<file path="config.mk">
export PLATFORM = sky130hd
export DESIGN_NAME = serial_paralelo_sync
export DESIGN_NICKNAME = d
export VERILOG_FILES = /design/src/rtl/serial_paralelo_sync.sv
export SDC_FILE = /design/constraint.sdc
export NUM_CORES = 1
export LEC_CHECK = 0
export BUFFER_PORTS_ARGS = -buffer_cell sky130_fd_sc_hd__buf_4
export CAP_MARGIN = 10
export CORE_AREA = 2 2 57 59
export CTS_CLUSTER_DIAMETER = 200
export DETAILED_ROUTE_END_ITERATION = 8
export DIE_AREA = 0 0 59 61
export GPL_TIMING_DRIVEN = 0
export PLACE_DENSITY_LB_ADDON = 0.25
export SETUP_SLACK_MARGIN = 0.3
export SLEW_MARGIN = 20
export SYNTH_ARGS = -nofsm -noshare
export SYNTH_HDL_FRONTEND = slang
export SYNTH_SLANG_ARGS = --single-unit
</file>
<file path="constraint.sdc">
create_clock -name clk_8f -period 1.4 [get_ports clk_8f]
set_clock_uncertainty 0.15 [all_clocks]
set_input_delay 0.28 -clock clk_8f [delete_from_list [all_inputs] [get_ports clk_8f]]
set_output_delay 0.28 -clock clk_8f [all_outputs]
set_load 0.03 [all_outputs]
</file>
<file path="src/rtl/serial_paralelo_sync.sv">
// rtl/serial_paralelo_sync.sv - comma-aligned serial-to-parallel receiver for the phy lane
module serial_paralelo_sync #(
  parameter logic [7:0]  COMMA    = 8'hBC,
  parameter int unsigned BC_COUNT = 4
) (
  input  logic       clk_8f,
  input  logic       reset_L,
  input  logic       data_in,
  output logic [7:0] data_out,
  output logic       valid_out,
  output logic       active,
  output logic       byte_strobe
);

  typedef enum logic [1:0] {
    ST_SEARCH = 2'd0,
    ST_ALIGN  = 2'd1,
    ST_ACTIVE = 2'd2
  } state_t;

  localparam logic [2:0] BC_TARGET = 3'(BC_COUNT);

  state_t     state_q, state_d;
  logic [7:0] sr_q;
  logic [2:0] bit_cnt_q, bit_cnt_d;
  logic [2:0] bc_cnt_q, bc_cnt_d;
  logic [7:0] data_q, data_d;
  logic       valid_q, valid_d;
  logic       active_q, active_d;
  logic       strobe_q, strobe_d;

  // Candidate byte including the bit being sampled on this edge.
  logic [7:0] win;
  logic       is_comma;
  logic       boundary;

  assign win      = {sr_q[6:0], data_in};
  assign is_comma = (win == COMMA);
  assign boundary = (bit_cnt_q == 3'd7);

  always_comb begin
    state_d   = state_q;
    bit_cnt_d = bit_cnt_q + 3'd1;
    bc_cnt_d  = bc_cnt_q;
    data_d    = data_q;
    valid_d   = valid_q;
    active_d  = active_q;
    strobe_d  = 1'b0;
    unique case (state_q)
      ST_SEARCH: begin
        bit_cnt_d = bit_cnt_q;
        if (is_comma) begin
          bit_cnt_d = 3'd0;
          bc_cnt_d  = 3'd1;
          if (BC_TARGET == 3'd1) begin
            state_d  = ST_ACTIVE;
            active_d = 1'b1;
          end else begin
            state_d = ST_ALIGN;
          end
        end
      end
      ST_ALIGN: begin
        if (boundary) begin
          strobe_d = 1'b1;
          if (is_comma) begin
            bc_cnt_d = bc_cnt_q + 3'd1;
            if (bc_cnt_q + 3'd1 == BC_TARGET) begin
              state_d  = ST_ACTIVE;
              active_d = 1'b1;
            end
          end else begin
            state_d  = ST_SEARCH;
            bc_cnt_d = 3'd0;
          end
        end
      end
      ST_ACTIVE: begin
        // Commas after training are idle fill: drop valid, keep last data.
        if (boundary) begin
          strobe_d = 1'b1;
          if (is_comma) begin
            valid_d = 1'b0;
          end else begin
            data_d  = win;
            valid_d = 1'b1;
          end
        end
      end
      default: begin
        state_d = ST_SEARCH;
      end
    endcase
  end

  always_ff @(posedge clk_8f) begin
    if (!reset_L) begin
      state_q   <= ST_SEARCH;
      sr_q      <= 8'h00;
      bit_cnt_q <= 3'd0;
      bc_cnt_q  <= 3'd0;
      data_q    <= 8'h00;
      valid_q   <= 1'b0;
      active_q  <= 1'b0;
      strobe_q  <= 1'b0;
    end else begin
      state_q   <= state_d;
      sr_q      <= win;
      bit_cnt_q <= bit_cnt_d;
      bc_cnt_q  <= bc_cnt_d;
      data_q    <= data_d;
      valid_q   <= valid_d;
      active_q  <= active_d;
      strobe_q  <= strobe_d;
    end
  end

  assign data_out    = data_q;
  assign valid_out   = valid_q;
  assign active      = active_q;
  assign byte_strobe = strobe_q;

endmodule

</file>
[Yosys cells after proc, flatten, opt, wreduce, memory -nomap -nowiden]
Cells that the tools add are included.
Word-level totals
  flip-flop bits (word level): 26
Operators by class
  equal/unequal tests: 8
  add/subtract/negate cells: 2
  multiplexer cells: 13
  bitwise operators: 2
  reduce and logical (&&, ||, !) cells: 9
Operator list (number)
  3-bit 2-to-1 mux: 5
  8-bit == test (second input constant): 1
  2-bit 2-to-1 mux: 4
  4-bit AND reduction: 2
  3-bit by 1-bit adder with 3-bit output (second input constant): 2
  3-bit == test (second input constant): 2
  2-bit one-hot mux with 3 select lines: 1
  3-bit one-hot mux with 2 select lines: 1
  3-bit AND reduction: 2
  2-bit inequality test (second input constant): 2
  2-bit AND reduction: 2
  3-bit inequality test (second input constant): 1
  2-bit by 1-bit == test with 1-bit output (second input constant): 1
  2-bit == test (second input constant): 1
  2-bit zero test: 1
  1-bit 2-to-1 mux: 2
  1-bit NOT: 2
  2-bit nonzero test: 1
  2-bit OR reduction: 1

[Longest topological paths before layout]
Gate-level depths: netlist (run 1).
  depth after elaboration: 6
  gate-level depth with buffers: 7
  mapped depth without buffers: 6

[Worst setup path before layout (run 1)]
Ideal clock, no wire load.
  path kind: register to register
  start: reg bit_cnt_q[0]
  end: reg data_q[1], in the netlist data_out[1]
  data arrival time: 1.276 ns
  buffers on the path: 1
  setup slack: -0.154 ns
  clock period less this slack: 1.554 ns
  stages on the path, launching flop included: 8
  cell sequence: dfxtp_1 -> ha_1 -> ha_1 -> nand2_1 -> a21oi_2 -> buf_6 -> mux2i_1 -> nor2_1
Between the ends
  word-level cells in the longest chain between the ends: 2
RTL lines
  start: declaration: RTL line 25  | logic [2:0] bit_cnt_q, bit_cnt_d;
  start signal: assignment: RTL line 109  | bit_cnt_q <= bit_cnt_d;
  3-bit == test: RTL line 39  | assign boundary = (bit_cnt_q == 3'd7);
  named net boundary: RTL line 35  | logic boundary;
  3-bit AND reduction (no source line)
  end signal: assignment: RTL line 111  | data_q <= data_d;
  end: declaration: RTL line 27  | logic [7:0] data_q, data_d;
The timed path passes the listed nets, and every way through them passes these cells.
A chain may end at the register's enable or synchronous reset.

[Worst setup path in the final report (run 1)]
  start: reg bit_cnt_q[0]
  end: reg state_q[1]
Between the ends
  word-level cells in the longest chain between the ends: 3
RTL lines
  3-bit == test: RTL line 39
  named net boundary: RTL line 35
  2-bit inequality test (no source line)
  4-bit AND reduction (no source line)
  end signal: assignment: RTL line 107  | state_q <= state_d;
  end: declaration: RTL line 23  | state_t state_q, state_d;
The timed path passes the listed nets, and every way through them passes these cells.

==> results of run 1 <==
==> timing repair <==
action	CTS	global route
setup buffers	12	5
gates resized for setup	47	8
gates cloned	1	0
hold buffers	0	0
pin swaps	11	9
endpoints found under the setup margin	30	30
==> path summary, 6_finish.rpt <==
path | depth (start not counted) | endpoint | from | slack [ns]
setup / recovery | 6 | state_q[1] | bit_cnt_q[0] | -0.19
hold / removal | 2 | sr_q[0] | data_in | 0.01
setup reg to reg | 6 | state_q[1] | bit_cnt_q[0] | -0.19
hold reg to reg | 1 | sr_q[3] | sr_q[2] | 0.34
==> sequential cells by signal, summed over array words and instances, names as in the netlist <==
signal / count
state_q: 2
byte_strobe: 1
sr_q: 7
active: 1
bc_cnt_q: 3
data_out: 8
valid_out: 1
bit_cnt_q: 3
==> stage by stage <==
| step | TNS [ns] | instances | worst slack (ns) | hold WS (ns) | utilization [%] |
|---|---|---|---|---|---|
| after global placement | -1.43 | 159 | -0.181 | 0.317 | 45.8 |
| after global routing | -2.72 | 181 | -0.223 | 0.0133 | 58.8 |
| after CTS | -1.27 | 176 | -0.131 | 0.00918 | 56.2 |
| after floorplan | -0.250 | 113 | -0.0285 | 0.252 | - |
| final | -1.88 | 181 | -0.194 | 0.0107 | 58.8 |
| after detailed placement | -1.77 | 159 | -0.211 | 0.322 | 45.8 |
==> cell usage after synthesis, types with 2 or more instances <==
| cell | n | area, um^2 |
|---|---|---|
| sky130_fd_sc_hd__a31oi_1 | 2 | 12.5 |
| sky130_fd_sc_hd__inv_1 | 6 | 22.5 |
| sky130_fd_sc_hd__nand2_1 | 7 | 26.3 |
| sky130_fd_sc_hd__mux2i_1 | 10 | 100 |
| sky130_fd_sc_hd__nor2_1 | 12 | 45.0 |
| sky130_fd_sc_hd__clkbuf_1 | 3 | 11.3 |
| sky130_fd_sc_hd__and2_1 | 7 | 43.8 |
| sky130_fd_sc_hd__o21ai_1 | 2 | 10.0 |
| sky130_fd_sc_hd__nand3_1 | 3 | 15.0 |
| sky130_fd_sc_hd__a21oi_1 | 6 | 30.0 |
| sky130_fd_sc_hd__dfxtp_1 | 26 | 521 |
| sky130_fd_sc_hd__buf_6 | 2 | 22.5 |
| sky130_fd_sc_hd__ha_1 | 8 | 100 |
==> cells by family (layout without fill, tap and decap cells) <==
group | after synthesis | after routing | share of synthesized area, %
adders and majority gates | 8 | 8 | 8.81
DFF | 26 | 26 | 45.8
and+or+nand+nor | 40 | 40 | 19.5
AOI/OAI and AO/OA | 17 | 17 | 11.3
muxes | 10 | 10 | 8.81
buffers and inverters | 11 | 46 | 4.96
xor gates and xnor gates | 1 | 1 | 0.771
==> per-layer routing <==
metal	track usage (%)	wire length, um
met4	8.12	21
met5	0	0
met3	2.77	76
met2	28.7	1360
met1	19.9	1200
==> cells in the final DEF (no fill, tap or decap), types with 2 or more instances in the layout <==
master	n
sky130_fd_sc_hd__dfxtp_1	4
sky130_fd_sc_hd__a21oi_1	2
sky130_fd_sc_hd__nand2_1	6
sky130_fd_sc_hd__dfxtp_2	21
sky130_fd_sc_hd__a21oi_4	3
sky130_fd_sc_hd__o21ai_1	2
sky130_fd_sc_hd__a21oi_2	3
sky130_fd_sc_hd__inv_4	2
sky130_fd_sc_hd__a31oi_1	2
sky130_fd_sc_hd__mux2i_1	9
sky130_fd_sc_hd__nand3_1	2
sky130_fd_sc_hd__nor2_1	11
sky130_fd_sc_hd__inv_1	3
sky130_fd_sc_hd__clkbuf_1	2
sky130_fd_sc_hd__and2_4	2
sky130_fd_sc_hd__buf_6	18
sky130_fd_sc_hd__buf_4	15
sky130_fd_sc_hd__ha_4	6
sky130_fd_sc_hd__and2_1	7
sky130_fd_sc_hd__ha_1	2
sky130_fd_sc_hd__clkbuf_4	3
==> power groups by stage <==
stage	sequential [mW]	combinational, mW	clock, mW
after detailed placement	0.764	0.0241	0
after global placement	0.764	0.0242	0
after floorplan	0.763	0.0130	0
final	0.745	0.0279	0.526
after global routing	0.746	0.0316	0.559
after CTS	0.745	0.0268	0.528
==> critical path, cell delays in order (launching register included) <==
cell and delay (ns):
sky130_fd_sc_hd__dfxtp_2 0.37, sky130_fd_sc_hd__ha_4 0.16, sky130_fd_sc_hd__ha_4 0.17, sky130_fd_sc_hd__inv_1 0.17, sky130_fd_sc_hd__a21oi_2 0.11, sky130_fd_sc_hd__and3b_1 0.18
sky130_fd_sc_hd__o211a_1 0.19
==> layout make-up <==
cell class                 instances  area [um^2]
sequential                        26          551
inverter                           6         27.5
tap                               33         41.3
multi-input combinational         76          728
fill                             259         1220
buffer                             5         43.8
clock inverter                     1         30.0
timing repair buffer              31          293
clock buffer                       3         22.5
==> metrics.csv, run 1 <==
stage,metric,value,unit
clock_network,clock_transition_at_the_registers_of_the_reported_paths,0.15,ns
power,peakVddDrop,0.000546,V
clock_network,cts_buffer_count,3,
final_layout,antenna_cells_inserted,0,
critical_path,critPathLaunchType,flop,
critical_path,cp.arrival,1.68,ns
clock_network,htree_levels,1,
critical_path,cp_max_fo,3,
critical_path,type_of_element_capturing_the_critical_path,flop,
power,totalPowerFinal,1.30,mW
power,comb_power_share,2.1,%
status,run_status,"finished, violations left",
clock_network,clkLatencyLatePin,0.33,ns
drt,routed_wl,2650,um
clock_network,cts.sinks,26,
power,total_leakage_power,0.705,nW
final_layout,final_instance_area,0.00174,mm^2
global_routing,antenna_violations_before_repair,0,
die,area_of_the_die,0.00360,mm^2
synth,async_reset_ff_share,0,%
sta,slew_headroom,69.9,%
final_layout,final_layout_size_suffix_gt1_share,58.8,%
power,clock_power_share,40.5,%
critical_path,worst-endpoint-required,1.48,ns
sta,final_hold_viol_count,0,
status,failed_checks,negative setup slack,
final_layout,area_growth,52.9,%
clock_network,clk_root_buffer_cell,sky130_fd_sc_hd__clkbuf_4,
global_routing,grt_first_pass_wirelength,4460,um
die,rows,20,
drt,drt-initial-drc-count,16,
job,cap_violations,0,
die,die-height,61,um
critical_path,crit_type,reg2reg,
die,io-pin-count,14,
die,die-width,59,um
die,core_footprint,0.00295,mm^2
drt,drc_violation_count_after_routing,0,
clock_network,max-clock-path-buffers,2,
global_routing,pin_count_of_the_biggest_net_entering_global_routing,16,
drt,dr.pass1.iters,5,
synth,ys.warnings.count,0,
power,internal_power,1.04,mW
placed_design,place_congestion,0.759,
global_routing,grt.total_usage,16.6,%
synth,post_synth_num_cell_types,32,
synth,synth.cell_area,0.00114,mm^2
placed_design,dpl_cell_area,0.00135,mm^2
placed_design,dp_hpwl,1650,um
die,starting_density_of_the_core,38.5,%
drt,via_count,934,
final_layout,num-nets-final,160,
synth,avgSynthCellArea,10.1,um^2
sta,rsz_0062_raised_after_global_routing,true,
drt,wl_per_cell,14.7,um
sta,max_freq,627,MHz
sta,tightestPinTransition,0.451,ns
synth,synth_edf_count,0,
power,swShare,19.7,%
sta,fin_ws,-0.194,ns
drt,post_drt_via_cell_ratio,5.16,
synth,postSynthNetCount,124,
placed_design,input_output_buffers,13,
sta,post_route_clock_period_utilization,114,%
clock_network,tritoncts,built,
sta,fin_crit,1.59,ns
synth,synth_seq_cells,26,
power,p_sw,256,uW
power,power_density,748,mW/mm^2
synth,postSynthCellCount,113,
synth,synth_flop_cell,sky130_fd_sc_hd__dfxtp_1,
synth,post_synthesis_sequential_area_ratio,45.8,%
global_routing,globalRouteOverflowTotal,0,
sta,setup-violations-final,17,
sta,timing_max_transition_violations_final,0,
power,power_frac_seq,57.4,%
drt,detail-route-antenna-nets,0,
global_routing,via_count_of_the_first_global_routing_pass,954,
worst_hold_path,hold_class,in2reg,
Note: power is estimated with default switching activity, not from simulation.
==> inputs of run 2 (changes only) <==
--- a/config.mk
+++ b/config.mk
@@ -12,6 +12,8 @@
 export DETAILED_ROUTE_END_ITERATION = 8
 export DIE_AREA = 0 0 59 61
 export GPL_TIMING_DRIVEN = 0
+export HOLD_SLACK_MARGIN = 0.08
+export MAX_ROUTING_LAYER = met4
 export PLACE_DENSITY_LB_ADDON = 0.25
 export SETUP_SLACK_MARGIN = 0.3
 export SLEW_MARGIN = 20
==> run 2 against run 1 <==
The run still ends with negative setup slack left. Global-route usage up 0.67 points. Final cell count up 0.55%. Clock power about the same. Sequential share of layout area down 0.18 points. Setup slack better by 0.015 ns. Via count up 1.4%. Die area unchanged. Register-to-register slack about the same. Fmax up 0.94%. Design area up 0.58%. Wire length up 0.90%. Non-clock buffer count up 1. Highest routed layer unchanged.
==> metrics.csv, run 2 (same netlist as run 1, synthesis figures left out) <==
stage,metric,value,unit
die,area_of_the_die,0.00360,mm^2
die,starting_density_of_the_core,38.5,%
clock_network,cts_buffer_count,3,
clock_network,clock_transition_at_the_registers_of_the_reported_paths,0.15,ns
clock_network,max-clock-path-buffers,2,
drt,via_count,947,
die,die-height,61,um
critical_path,worstPathBufferInverterCount,1,
critical_path,crit_type,reg2reg,
die,core_footprint,0.00295,mm^2
status,failed_checks,negative setup slack,
placed_design,place.detailed.instances,159,
final_layout,finish.utilization,59.2,%
die,io-pin-count,14,
critical_path,crit_top_cell,sky130_fd_sc_hd__ha_4,
final_layout,area_of_the_multi_input_gates,728,um^2
placed_design,input_output_buffers,13,
sta,max_freq,633,MHz
sta,final_hold_viol_count,0,
sta,finalSetupTns,-1.87,ns
critical_path,critical-path-slowest-cell,sky130_fd_sc_hd__dfxtp_2,
sta,setup-violations-final,17,
critical_path,crit_path_max_incr_delay,0.37,ns
status,run_status,"finished, violations left",
critical_path,cp.arrival,1.66,ns
critical_path,crit_path_cell_trace,ha_4 -> ha_4 -> inv_1 -> a21oi_2 -> and3b_1 -> o211a_1,
final_layout,stdcell_count,182,
drt,drc_violation_count_after_routing,0,
die,rows,20,
clock_network,cts.sinks,26,
sta,rsz_0062_raised_after_global_routing,true,
power,total_leakage_power,0.709,nW
final_layout,fillers,258,
sta,post_route_clock_period_utilization,113,%
final_layout,seqCellArea,551,um^2
global_routing,pin_count_of_the_biggest_net_entering_global_routing,16,
drt,detail-route-antenna-nets,0,
job,cap_violations,0,
critical_path,type_of_element_capturing_the_critical_path,flop,
global_routing,globalRouteOverflowTotal,0,
sta,timing_max_transition_violations_final,0,
critical_path,critPathLaunchType,flop,
final_layout,layout.cells.most_common_list,"sky130_fd_sc_hd__dfxtp_2 (21), sky130_fd_sc_hd__buf_6 (18), sky130_fd_sc_hd__buf_4 (15)",
clock_network,htree_levels,1,
global_routing,antenna_violations_before_repair,0,
global_routing,grt.total_usage,17.2,%
sta,slew_headroom,69.9,%
final_layout,largest_register_ffs,8,
final_layout,layout_commonest_cell,sky130_fd_sc_hd__dfxtp_2,
clock_network,tritoncts,built,
critical_path,cp_max_fo,3,
sta,fin_ws,-0.179,ns
drt,drt-initial-drc-count,24,
global_routing,via_count_of_the_first_global_routing_pass,954,
placed_design,dpl_worst_slack,-0.211,ns
critical_path,worst-endpoint-required,1.48,ns
drt,post_drt_via_cell_ratio,5.20,
final_layout,antenna_cells_inserted,0,
clock_network,clk_root_buffer_cell,sky130_fd_sc_hd__clkbuf_4,
drt,routed_wl,2680,um
final_layout,final_layout_size_suffix_gt1_share,58.4,%
final_layout,area_growth,53.7,%
placed_design,dp_hpwl,1650,um
die,die-width,59,um
placed_design,place_congestion,0.769,
clock_network,clkLatencyLatePin,0.33,ns
final_layout,num-nets-final,161,
worst_hold_path,hold_class,in2reg,
sta,fin_crit,1.58,ns
sta,tightestPinTransition,0.451,ns
critical_path,critPathTopFamily,flip-flops,
drt,wl_per_cell,14.7,um
power,power_density,745,mW/mm^2
drt,dr.pass1.iters,4,
power,peakVddDrop,0.000543,V
global_routing,grt_first_pass_wirelength,4500,um
-- run 2: cell count changes in the layout (fill, tap and decap cells not counted), sizes merged --
cell and delta:
dlygate4sd3 +1
-- run 2: worst reg2reg max path, cell delays in order, from the launching register on --
cell                      delay [ns]
sky130_fd_sc_hd__dfxtp_2        0.37
sky130_fd_sc_hd__ha_4           0.16
sky130_fd_sc_hd__ha_4           0.17
sky130_fd_sc_hd__inv_1          0.16
sky130_fd_sc_hd__a21oi_2        0.11
sky130_fd_sc_hd__and3b_1        0.18
sky130_fd_sc_hd__o211a_1        0.19
-- run 2: path summary, 6_finish.rpt --
path / slack, ns / from / cells after the start / endpoint
worst max-delay path: -0.18 / bit_cnt_q[0] / 6 / state_q[1]
worst min-delay path: 0.08 / reset_L / 3 / state_q[0]
worst max register to register: -0.18 / bit_cnt_q[0] / 6 / state_q[1]
worst min register to register: 0.35 / sr_q[4] / 1 / sr_q[5]
-- run 2: power by group --
part / internal, mW / leakage, nW / switching (mW)
sequential: 0.742 / 0.221 / 0.00288
clock: 0.290 / 0.0279 / 0.237
combinational: 0.0131 / 0.460 / 0.0170
-- run 2: what timing repair did --
item / CTS / global route
endpoints found under the setup margin: 30 / 30
hold buffers: 1 / 0
resized for setup: 47 / 8
gates cloned: 1 / 0
buffers inserted: 12 / 5
endpoints found under the hold margin: 2 / 0
pin swaps: 11 / 9
-- run 2: per-layer routing --
metal	track usage (%)	up-vias	part of all wire, %
li1	-	463	-
met3	2.13	4	2.0
met2	28.6	16	51
met1	20.9	464	46
met4	8.12	0	1.1
met5	-	-	0
-- run 2: stage by stage --
step,hold slack [ns],area (um^2),power [mW]
after floorplan,0.252,1210,0.776
after global placement,0.317,1350,0.788
after detailed placement,0.322,1350,0.788
after CTS,0.0818,1670,1.30
after global routing,0.0815,1750,1.34
final,0.0811,1750,1.30
-- run 2: final cells by class --
| type | instances | area share (%) |
|---|---|---|
| Buffer | 5 | 2.51 |
| Clock buffer | 3 | 1.29 |
| Clock inverter | 1 | 1.72 |
| Inverter | 6 | 1.58 |
| Multi-Input combinational cell | 76 | 41.7 |
| Sequential cell | 26 | 31.5 |
| Tap cell | 33 | 2.36 |
| Timing Repair Buffer | 32 | 17.3 |
==> inputs of run 3 (changes only) <==
--- a/config.mk
+++ b/config.mk
@@ -7,10 +7,10 @@
 export LEC_CHECK = 0
 export BUFFER_PORTS_ARGS = -buffer_cell sky130_fd_sc_hd__buf_4
 export CAP_MARGIN = 10
-export CORE_AREA = 2 2 57 59
+export CORE_AREA = 2 2 44 76
 export CTS_CLUSTER_DIAMETER = 200
 export DETAILED_ROUTE_END_ITERATION = 8
-export DIE_AREA = 0 0 59 61
+export DIE_AREA = 0 0 46 78
 export GPL_TIMING_DRIVEN = 0
 export HOLD_SLACK_MARGIN = 0.08
 export MAX_ROUTING_LAYER = met4
==> run 3 against run 2 <==
The run still ends with negative setup slack left. Setup slack better by 0.046 ns. Fmax up 3.0%. Worst hold slack better by 0.039 ns. Critical path type unchanged. Highest routed layer unchanged.
==> metrics.csv, run 3 (same netlist as run 1, synthesis figures left out) <==
stage,metric,value,unit
status,run_status,"finished, violations left",
status,failed_checks,negative setup slack,
critical_path,cp.arrival,1.53,ns
critical_path,type_of_element_capturing_the_critical_path,flop,
clock_network,max-clock-path-buffers,2,
critical_path,cp_max_fo,5,
sta,final_hold_viol_count,0,
drt,drc_violation_count_after_routing,0,
worst_hold_path,hold_class,in2reg,
sta,post_route_clock_period_utilization,109,%
sta,rsz_0062_raised_after_global_routing,true,
placed_design,dp_hpwl,1780,um
critical_path,critPathTopFamily,flip-flops,
clock_network,cts.sinks,26,
clock_network,clk_root_buffer_cell,sky130_fd_sc_hd__clkbuf_8,
final_layout,fillers,244,
power,comb_power_share,2.2,%
placed_design,dpl_worst_slack,-0.171,ns
die,core_footprint,0.00293,mm^2
global_routing,grt_first_pass_wirelength,4510,um
final_layout,layout_commonest_cell,sky130_fd_sc_hd__dfxtp_2,
final_layout,area_growth,50.1,%
critical_path,crit_path_cell_trace,ha_4 -> ha_4 -> nand2_4 -> a21oi_4 -> buf_6 -> mux2i_1 -> nor2_1,
final_layout,area_of_the_multi_input_gates,701,um^2
clock_network,clkLatencyLatePin,0.28,ns
drt,via_count,925,
power,power_density,831,mW/mm^2
clock_network,htree_levels,1,
critical_path,worst-endpoint-required,1.40,ns
die,rows,26,
global_routing,pin_count_of_the_biggest_net_entering_global_routing,16,
power,peakVddDrop,0.000618,V
drt,detail-route-antenna-nets,0,
drt,routed_wl,2710,um
critical_path,critPathLaunchType,flop,
critical_path,timing.rr.start,bit_cnt_q[0],
global_routing,globalRouteOverflowTotal,0,
final_layout,largest_register_ffs,8,
die,die-height,78,um
drt,post_drt_via_cell_ratio,5.35,
global_routing,antenna_violations_before_repair,0,
sta,fin_crit,1.53,ns
drt,dr.pass1.iters,3,
final_layout,seqCellArea,554,um^2
critical_path,setup.worst_path.start,bit_cnt_q[0],
final_layout,num-nets-final,157,
worst_hold_path,worstHoldStart,reset_L,
sta,slew_headroom,66.6,%
clock_network,clock_transition_at_the_registers_of_the_reported_paths,0.10,ns
sta,fin_ws,-0.132,ns
global_routing,grt.total_usage,17.3,%
die,io-pin-count,14,
final_layout,finish.utilization,58.2,%
power,clock_power_share,45.4,%
clock_network,cts_buffer_count,3,
final_layout,layout.cells.most_common_list,"sky130_fd_sc_hd__dfxtp_2 (21), sky130_fd_sc_hd__buf_6 (15), sky130_fd_sc_hd__buf_4 (14)",
critical_path,crit_type,reg2reg,
drt,wl_per_cell,15.7,um
final_layout,stdcell_count,173,
critical_path,crit_path_max_incr_delay,0.36,ns
power,swShare,19.8,%
drt,drt-initial-drc-count,23,
critical_path,worstPathBufferInverterCount,1,
final_layout,final_layout_size_suffix_gt1_share,55.2,%
power,internal_power,1.14,mW
clock_network,tritoncts,built,
die,die-width,46,um
power,power_frac_seq,52.4,%
critical_path,critical-path-slowest-cell,sky130_fd_sc_hd__dfxtp_2,
sta,finalSetupTns,-1.16,ns
final_layout,antenna_cells_inserted,0,
sta,timing_max_transition_violations_final,0,
placed_design,input_output_buffers,13,
die,starting_density_of_the_core,38.8,%
sta,setup-violations-final,13,
sta,tightestPinTransition,0.500,ns
global_routing,via_count_of_the_first_global_routing_pass,998,
placed_design,place_congestion,0.750,
critical_path,crit_top_cell,sky130_fd_sc_hd__ha_4,
job,cap_violations,0,
sta,max_freq,653,MHz
power,p_sw,280,uW
power,total_leakage_power,0.699,nW
placed_design,place.detailed.instances,154,
die,area_of_the_die,0.00359,mm^2
run 3: cell types whose count changed in the layout (fill, tap and decap cells not counted), moves of 2 or more:
cell / delta
sky130_fd_sc_hd__clkbuf_8: +2
sky130_fd_sc_hd__buf_6: -3
sky130_fd_sc_hd__a21oi_1: +2
sky130_fd_sc_hd__clkbuf_4: -3
sky130_fd_sc_hd__a21oi_2: -2
run 3: area by class of cell:
type,count,area share [%]
sequential,26,32.5
clock buffer,3,2.42
buffer,5,3.23
inverter,6,1.61
clock inverter,1,1.76
tap,28,2.05
timing repair buffer,28,15.3
multi-input combinational,76,41.1
run 3: worst register-to-register path, delay by kind of cell (launching register included):
family	cells	cell delay, ns
flip-flops	1	0.36
adder cells (fa/ha/maj)	2	0.29
multiplexers	1	0.20
buffers and inverters	1	0.15
AO/OA/AOI/OAI	1	0.14
AND/OR/NAND/NOR	2	0.12
run 3: timing repair:
item | CTS | global route
pin swaps | 11 | 4
buffers inserted | 12 | 1
gates resized for setup | 46 | 4
hold buffers | 1 | 0
setup endpoints to repair | 30 | 30
cloned | 1 | 0
endpoints found under the hold margin | 1 | 0
run 3: path summary, 6_finish.rpt:
kind	end	slack [ns]	cells after the start
worst max-delay path	data_out[5]	-0.13	7
worst min-delay path	byte_strobe	0.12	2
worst max register to register	data_out[5]	-0.13	7
worst min register to register	sr_q[2]	0.34	1
run 3: per-layer routing:
| layer | vias to the layer above | global-route usage [%] | share of wire, % |
|---|---|---|---|
| li1 | 451 | - | - |
| met1 | 453 | 18.9 | 38 |
| met2 | 13 | 29.2 | 58 |
| met3 | 8 | 1.63 | 1.7 |
| met4 | 0 | 9.14 | 2.8 |
| met5 | - | - | 0 |
run 3: power groups by stage:
stage / clock network (mW) / registers (mW) / logic, mW
after floorplan: 0 / 0.763 / 0.0130
after global placement: 0 / 0.764 / 0.0238
after detailed placement: 0 / 0.764 / 0.0241
after CTS: 0.641 / 0.743 / 0.0313
after global routing: 0.671 / 0.743 / 0.0345
final: 0.643 / 0.743 / 0.0312
run 3: stage by stage:
step | power [mW] | hold WS [ns] | area [um^2]
2_1_floorplan | 0.776 | 0.252 | 1210
3_3_place_gp | 0.788 | 0.313 | 1350
3_5_place_dp | 0.788 | 0.316 | 1350
4_1_cts | 1.42 | 0.120 | 1680
5_1_grt | 1.45 | 0.120 | 1710
6_report | 1.42 | 0.120 | 1710
